<file path="src/rtl/period_meter.sv">
// rtl/period_meter.sv - period, high-time and lock monitor for a slow asynchronous square wave
module period_meter #(
  parameter int CNT_W      = 16,
  parameter int LOCK_COUNT = 4,
  parameter int TOL        = 0
) (
  input  logic             clk,
  input  logic             rst,
  input  logic             en,
  input  logic             sig_in,
  output logic [CNT_W-1:0] period,
  output logic [CNT_W-1:0] high_time,
  output logic             valid,
  output logic             locked,
  output logic             overflow
);

  localparam int MW = $clog2(LOCK_COUNT + 1);
  localparam logic [MW-1:0]    LOCK_MAX = MW'(LOCK_COUNT);
  localparam logic [CNT_W-1:0] CNT_MAX  = {CNT_W{1'b1}};
  localparam logic [CNT_W:0]   TOL_W    = (CNT_W+1)'(TOL);

  typedef enum logic {IDLE, MEASURE} state_t;

  state_t           state;
  logic             s1, s2, s3;
  logic             rise, fall;
  logic [CNT_W-1:0] cnt;
  logic [CNT_W-1:0] hi_shadow;
  logic [CNT_W-1:0] prev;
  logic [MW-1:0]    match_cnt;
  logic [CNT_W:0]   cnt_inc;
  logic [CNT_W:0]   pdiff;
  logic             match;

  // s1/s2 resynchronise sig_in; s3 is the one-cycle history for edge detection
  always_ff @(posedge clk or negedge rst) begin
    if (!rst) begin
      s1 <= 1'b0;
      s2 <= 1'b0;
      s3 <= 1'b0;
    end else begin
      s1 <= sig_in;
      s2 <= s1;
      s3 <= s2;
    end
  end

  assign rise = s2 & ~s3;
  assign fall = ~s2 & s3;

  // one bit wider so a period of exactly 2^CNT_W still compares correctly
  assign cnt_inc = {1'b0, cnt} + (CNT_W+1)'(1);
  assign pdiff   = (cnt_inc >= {1'b0, prev}) ? (cnt_inc - {1'b0, prev})
                                             : ({1'b0, prev} - cnt_inc);
  assign match   = (pdiff <= TOL_W);

  // measurement FSM: counts between rises, captures results and tracks lock
  always_ff @(posedge clk or negedge rst) begin
    if (!rst) begin
      state     <= IDLE;
      cnt       <= '0;
      hi_shadow <= '0;
      prev      <= '0;
      match_cnt <= '0;
      period    <= '0;
      high_time <= '0;
      valid     <= 1'b0;
      locked    <= 1'b0;
      overflow  <= 1'b0;
    end else begin
      valid <= 1'b0;
      if (!en) begin
        state     <= IDLE;
        cnt       <= '0;
        locked    <= 1'b0;
        match_cnt <= '0;
      end else if (state == IDLE) begin
        // first rise only opens the window; nothing to report yet
        cnt <= '0;
        if (rise) state <= MEASURE;
      end else begin
        if (rise) begin
          period    <= cnt_inc[CNT_W-1:0];
          high_time <= hi_shadow;
          prev      <= cnt_inc[CNT_W-1:0];
          valid     <= 1'b1;
          overflow  <= 1'b0;
          cnt       <= '0;
          if (match_cnt == '0) begin
            match_cnt <= MW'(1);
          end else if (match) begin
            if (match_cnt != LOCK_MAX) match_cnt <= match_cnt + MW'(1);
            if (match_cnt >= LOCK_MAX - MW'(1)) locked <= 1'b1;
          end else begin
            match_cnt <= MW'(1);
            locked    <= 1'b0;
          end
        end else if (cnt == CNT_MAX) begin
          // no rise within the counter range: give up and wait for a fresh start
          overflow  <= 1'b1;
          locked    <= 1'b0;
          match_cnt <= '0;
          cnt       <= '0;
          state     <= IDLE;
        end else begin
          cnt <= cnt_inc[CNT_W-1:0];
          if (fall) hi_shadow <= cnt_inc[CNT_W-1:0];
        end
      end
    end
  end

endmodule

</file>
<file path="config.mk">
export PLATFORM = sky130hd
export DESIGN_NAME = period_meter
export DESIGN_NICKNAME = d
export VERILOG_FILES = /design/src/rtl/period_meter.sv
export SDC_FILE = /design/constraint.sdc
export NUM_CORES = 1
export LEC_CHECK = 0
export ABC_AREA = 0
export CAP_MARGIN = 20
export CORE_MARGIN = 2
export CORE_UTILIZATION = 50
export DETAILED_ROUTE_END_ITERATION = 12
export PLACE_DENSITY = 0.8
export SYNTH_ARGS = -nofsm -noshare
export SYNTH_HDL_FRONTEND = slang
export SYNTH_SLANG_ARGS = --single-unit
export TNS_END_PERCENT = 1
</file>
<file path="constraint.sdc">
create_clock -name clk -period 6.6 [get_ports clk]
set_input_delay 0.66 -clock clk [delete_from_list [all_inputs] [get_ports clk]]
set_output_delay 0.66 -clock clk [all_outputs]
set_load 0.03 [all_outputs]
</file>
==> flow_summary.json <==
{
  "status": "finished, final reports clean",
  "synth_nets": 625,
  "synthFlopType": "dfrtp_1",
  "hold_ws_ns": 0.3524,
  "max_cap_violations": 0,
  "min_path_type": "flip-flop to flip-flop",
  "cp_cell_sequence": "nand3_1, nor4_1, nand2_1, xor2_1, inv_1, ha_1, a211oi_1, nand2_1, or3b_1, o211a_1, a211oi_2, a21oi_1, or2_1, or3_1, o31ai_1",
  "grt_max_degree": 75,
  "power_density_nw_per_um2": 222.4,
  "ys_seq_area_frac": 0.3725,
  "worst_pin_slew_ns": 0.9940,
  "netlist.top_cell.by_area": "dfrtp_1",
  "ctsHtreeMaxLevel": 3,
  "worstPathRequired_ns": 6.86,
  "critPathBufInv": 1,
  "drive_gt1_frac": 0.07329,
  "io_pins": 39,
  "n_antenna_cell": 0,
  "hold_violations": 0,
  "grt_usage": 0.2240,
  "finalSetupTns_ns": 0,
  "post_drt_wl_per_cell_um": 15.88,
  "antenna_found_initial": 0,
  "reg2regPathDepth": 15,
  "start_util": 0.5109,
  "vdd_drop_max_mv": 0.1413,
  "rsz0062_at_grt": "false",
  "met1_usage": 0.3060,
  "setup_violations": 0,
  "numCtsBuffers": 9,
  "nets": 649,
  "leakage_uw": 0.002650,
  "gp_congestion": 0.8901,
  "die-area_um2": 10760,
  "core_um2": 9729,
  "ys_types": 77,
  "hold_start": "s1$_DFF_PN0_",
  "clkTransAtPathRegs_ns": 0.09,
  "vias_per_cell": 5.600,
  "drc": 0,
  "ys_ff_latch": 74,
  "slew_headroom": 0.3312,
  "grt_pass1_wl_mm": 19.59,
  "post_cts_buffers": 0,
  "reg2reg_from": "cnt[0]$_DFF_PN0_",
  "drt_iter0_drc": 255,
  "cp-startpoint": "cnt[0]$_DFF_PN0_",
  "worstPathArrival_ns": 5.23,
  "holdPathStages": 0,
  "grt_busiest_layer": "met2",
  "ys_async_sr_fraction": 1.000,
  "grt_overflow": 0,
  "worstSetupPathType": "flip-flop to flip-flop",
  "timing.final.crit_share": 0.7529,
  "met2_usage": 0.3751,
  "cts.path.max_buffers": 2,
  "final_cell_count_no_fill": 747,
  "syn_area_um2": 4971,
  "synth_edf_count": 0,
  "multiInputGateArea_um2": 2780,
  "dpl.cell_count": 731,
  "path_delay_family": "simple AND/OR/NAND/NOR gates",
  "wl_mm": 11.86,
  "worstPathMaxFanout": 11,
  "fill_cells": 898,
  "area_delta_synth_final_pct": 11.70,
  "io_buffers": 38,
  "crit_path_frequent_cell": "nand2_1",
  "cts-resized-gates": 0,
  "vias": 4183,
  "cts_tree": "yes",
  "hpwl_mm": 8.987,
  "yosys_warnings": 0,
  "grt_pass1_vias": 4013,
  "ctsHoldBuffers": 0,
  "insertion_delay_ns": 0.35,
  "die_y_um": 103.7,
  "setup.worst_path.start_class": "flip-flop",
  "finish.utilization": 0.5707,
  "clock_sinks": 74,
  "met3_usage": 0.02580,
  "fin_ws_ns": 1.631,
  "fp.dieW_um": 103.7,
  "post-place-ws_ns": 1.738,
  "ant_nets": 0,
  "max_clock_freq_mhz": 201.2,
  "synth_cells": 585,
  "drt_pass1_iterations": 5,
  "synthTopCellsByArea": "dfrtp_1 37%, ha_1 9.1%, nand2_1 7.9%",
  "worstSetupEndpointType": "flip-flop",
  "period_needed_ns": 4.969,
  "crit_slowest_cell": "nor4_1",
  "slew_violations": 0,
  "num_rows": 36,
  "synth_top_area_share": 0.3725,
  "slowest_delay_ns": 0.84,
  "fin_skew_ns": 0.01268,
  "syn_area_per_cell_um2": 8.497,
  "root_buffer": "clkbuf_8",
  "seq_area_um2": 1852,
  "worst-path-stages": 15
}
worst paths after layout:
path / to / slack, ns
worst max-delay path: match_cnt[1]$_DFFE_PN0P_ / 1.63
min in group asynchronous: match_cnt[0]$_DFFE_PN0P_ / 0.42
worst max register to register: match_cnt[1]$_DFFE_PN0P_ / 1.63
max in group asynchronous: prev[9]$_DFFE_PN0P_ / 5.58
worst min-delay path: s2$_DFF_PN0_ / 0.35
worst min register to register: s2$_DFF_PN0_ / 0.35
sequential cells by signal, summed over array words and instances (netlist names):
| register | count |
|---|---|
| overflow | 1 |
| high_time | 16 |
| match_cnt | 3 |
| s1 | 1 |
| state | 1 |
| s3 | 1 |
| valid | 1 |
| hi_shadow | 16 |
| s2 | 1 |
| prev | 16 |
| locked | 1 |
| cnt | 16 |
where the power goes:
part           switching (uW)  total (uW)  internal, uW
Combinational             240         396           156
Sequential               18.9         491           472
Clock                     172         348           176
Total                     431        1230           804
cells in the final DEF, fill, tap and decap left out, types with 3 or more instances in the layout:
master             n
nand2_1          105
dfrtp_1           74
inv_1             45
nor2_1            44
o21ai_0           39
clkdlybuf4s50_1   37
ha_1              36
a21oi_1           33
nand3_1           15
xnor2_1           15
xor2_1            14
nand4_1            9
clkbuf_8           9
a21o_1             7
nor3_1             7
nor4_1             6
o21a_1             6
nor2b_1            5
o21bai_1           5
a211oi_1           5
and3_1             4
o21ai_1            4
o211ai_1           3
or2_1              3
o22ai_1            3
a211o_1            3
o31ai_1            3
or3_1              3
buf_4              3
cell type report:
type,count,area share
clock buffers,10,0.02298
clock inverters,6,0.01172
inverters,45,0.03042
multi-input cells,439,0.5007
flip-flops and latches,74,0.3335
well taps,133,0.02997
repair buffers,40,0.07075
per-stage QoR:
stage / total power (uW) / area [um^2]
floorplan: 792.9 / 4971
global placement: 888.5 / 5360
detailed placement: 891.6 / 5360
CTS: 1237 / 5553
global route: 1305 / 5553
finish: 1235 / 5553
kinds of logic after synthesis:
logic type | share of synthesized area
flip-flops | 0.3725
XOR/XNOR | 0.05110
multiplexers | 0.004279
buffers and inverters | 0.06821
adder cells (fa/ha/maj) | 0.09061
AND/OR/NAND/NOR | 0.2240
AO/OA/AOI/OAI | 0.1893
per-layer routing:
layer  vias to the layer above  wire length, um
met5                         -                0
met4                         0              163
met3                        14              287
met2                        80             5784
met1                      2019             5624
li1                       2070                -
cells in the mapped netlist (3+ instances only):
| cell type | instances |
|---|---|
| a211o_1 | 3 |
| a211oi_1 | 5 |
| a21o_1 | 7 |
| a21oi_1 | 33 |
| and3_1 | 4 |
| buf_2 | 4 |
| buf_6 | 8 |
| clkbuf_1 | 14 |
| dfrtp_1 | 74 |
| ha_1 | 36 |
| inv_1 | 45 |
| nand2_1 | 105 |
| nand3_1 | 15 |
| nand4_1 | 9 |
| nor2_1 | 44 |
| nor2b_1 | 5 |
| nor3_1 | 7 |
| nor4_1 | 6 |
| o211ai_1 | 3 |
| o21a_1 | 6 |
| o21ai_0 | 39 |
| o21ai_1 | 4 |
| o21bai_1 | 5 |
| o22ai_1 | 3 |
| o31ai_1 | 3 |
| or2_1 | 3 |
| or3_1 | 3 |
| xnor2_1 | 15 |
| xor2_1 | 14 |
Note: power is estimated with default switching activity, not from simulation.
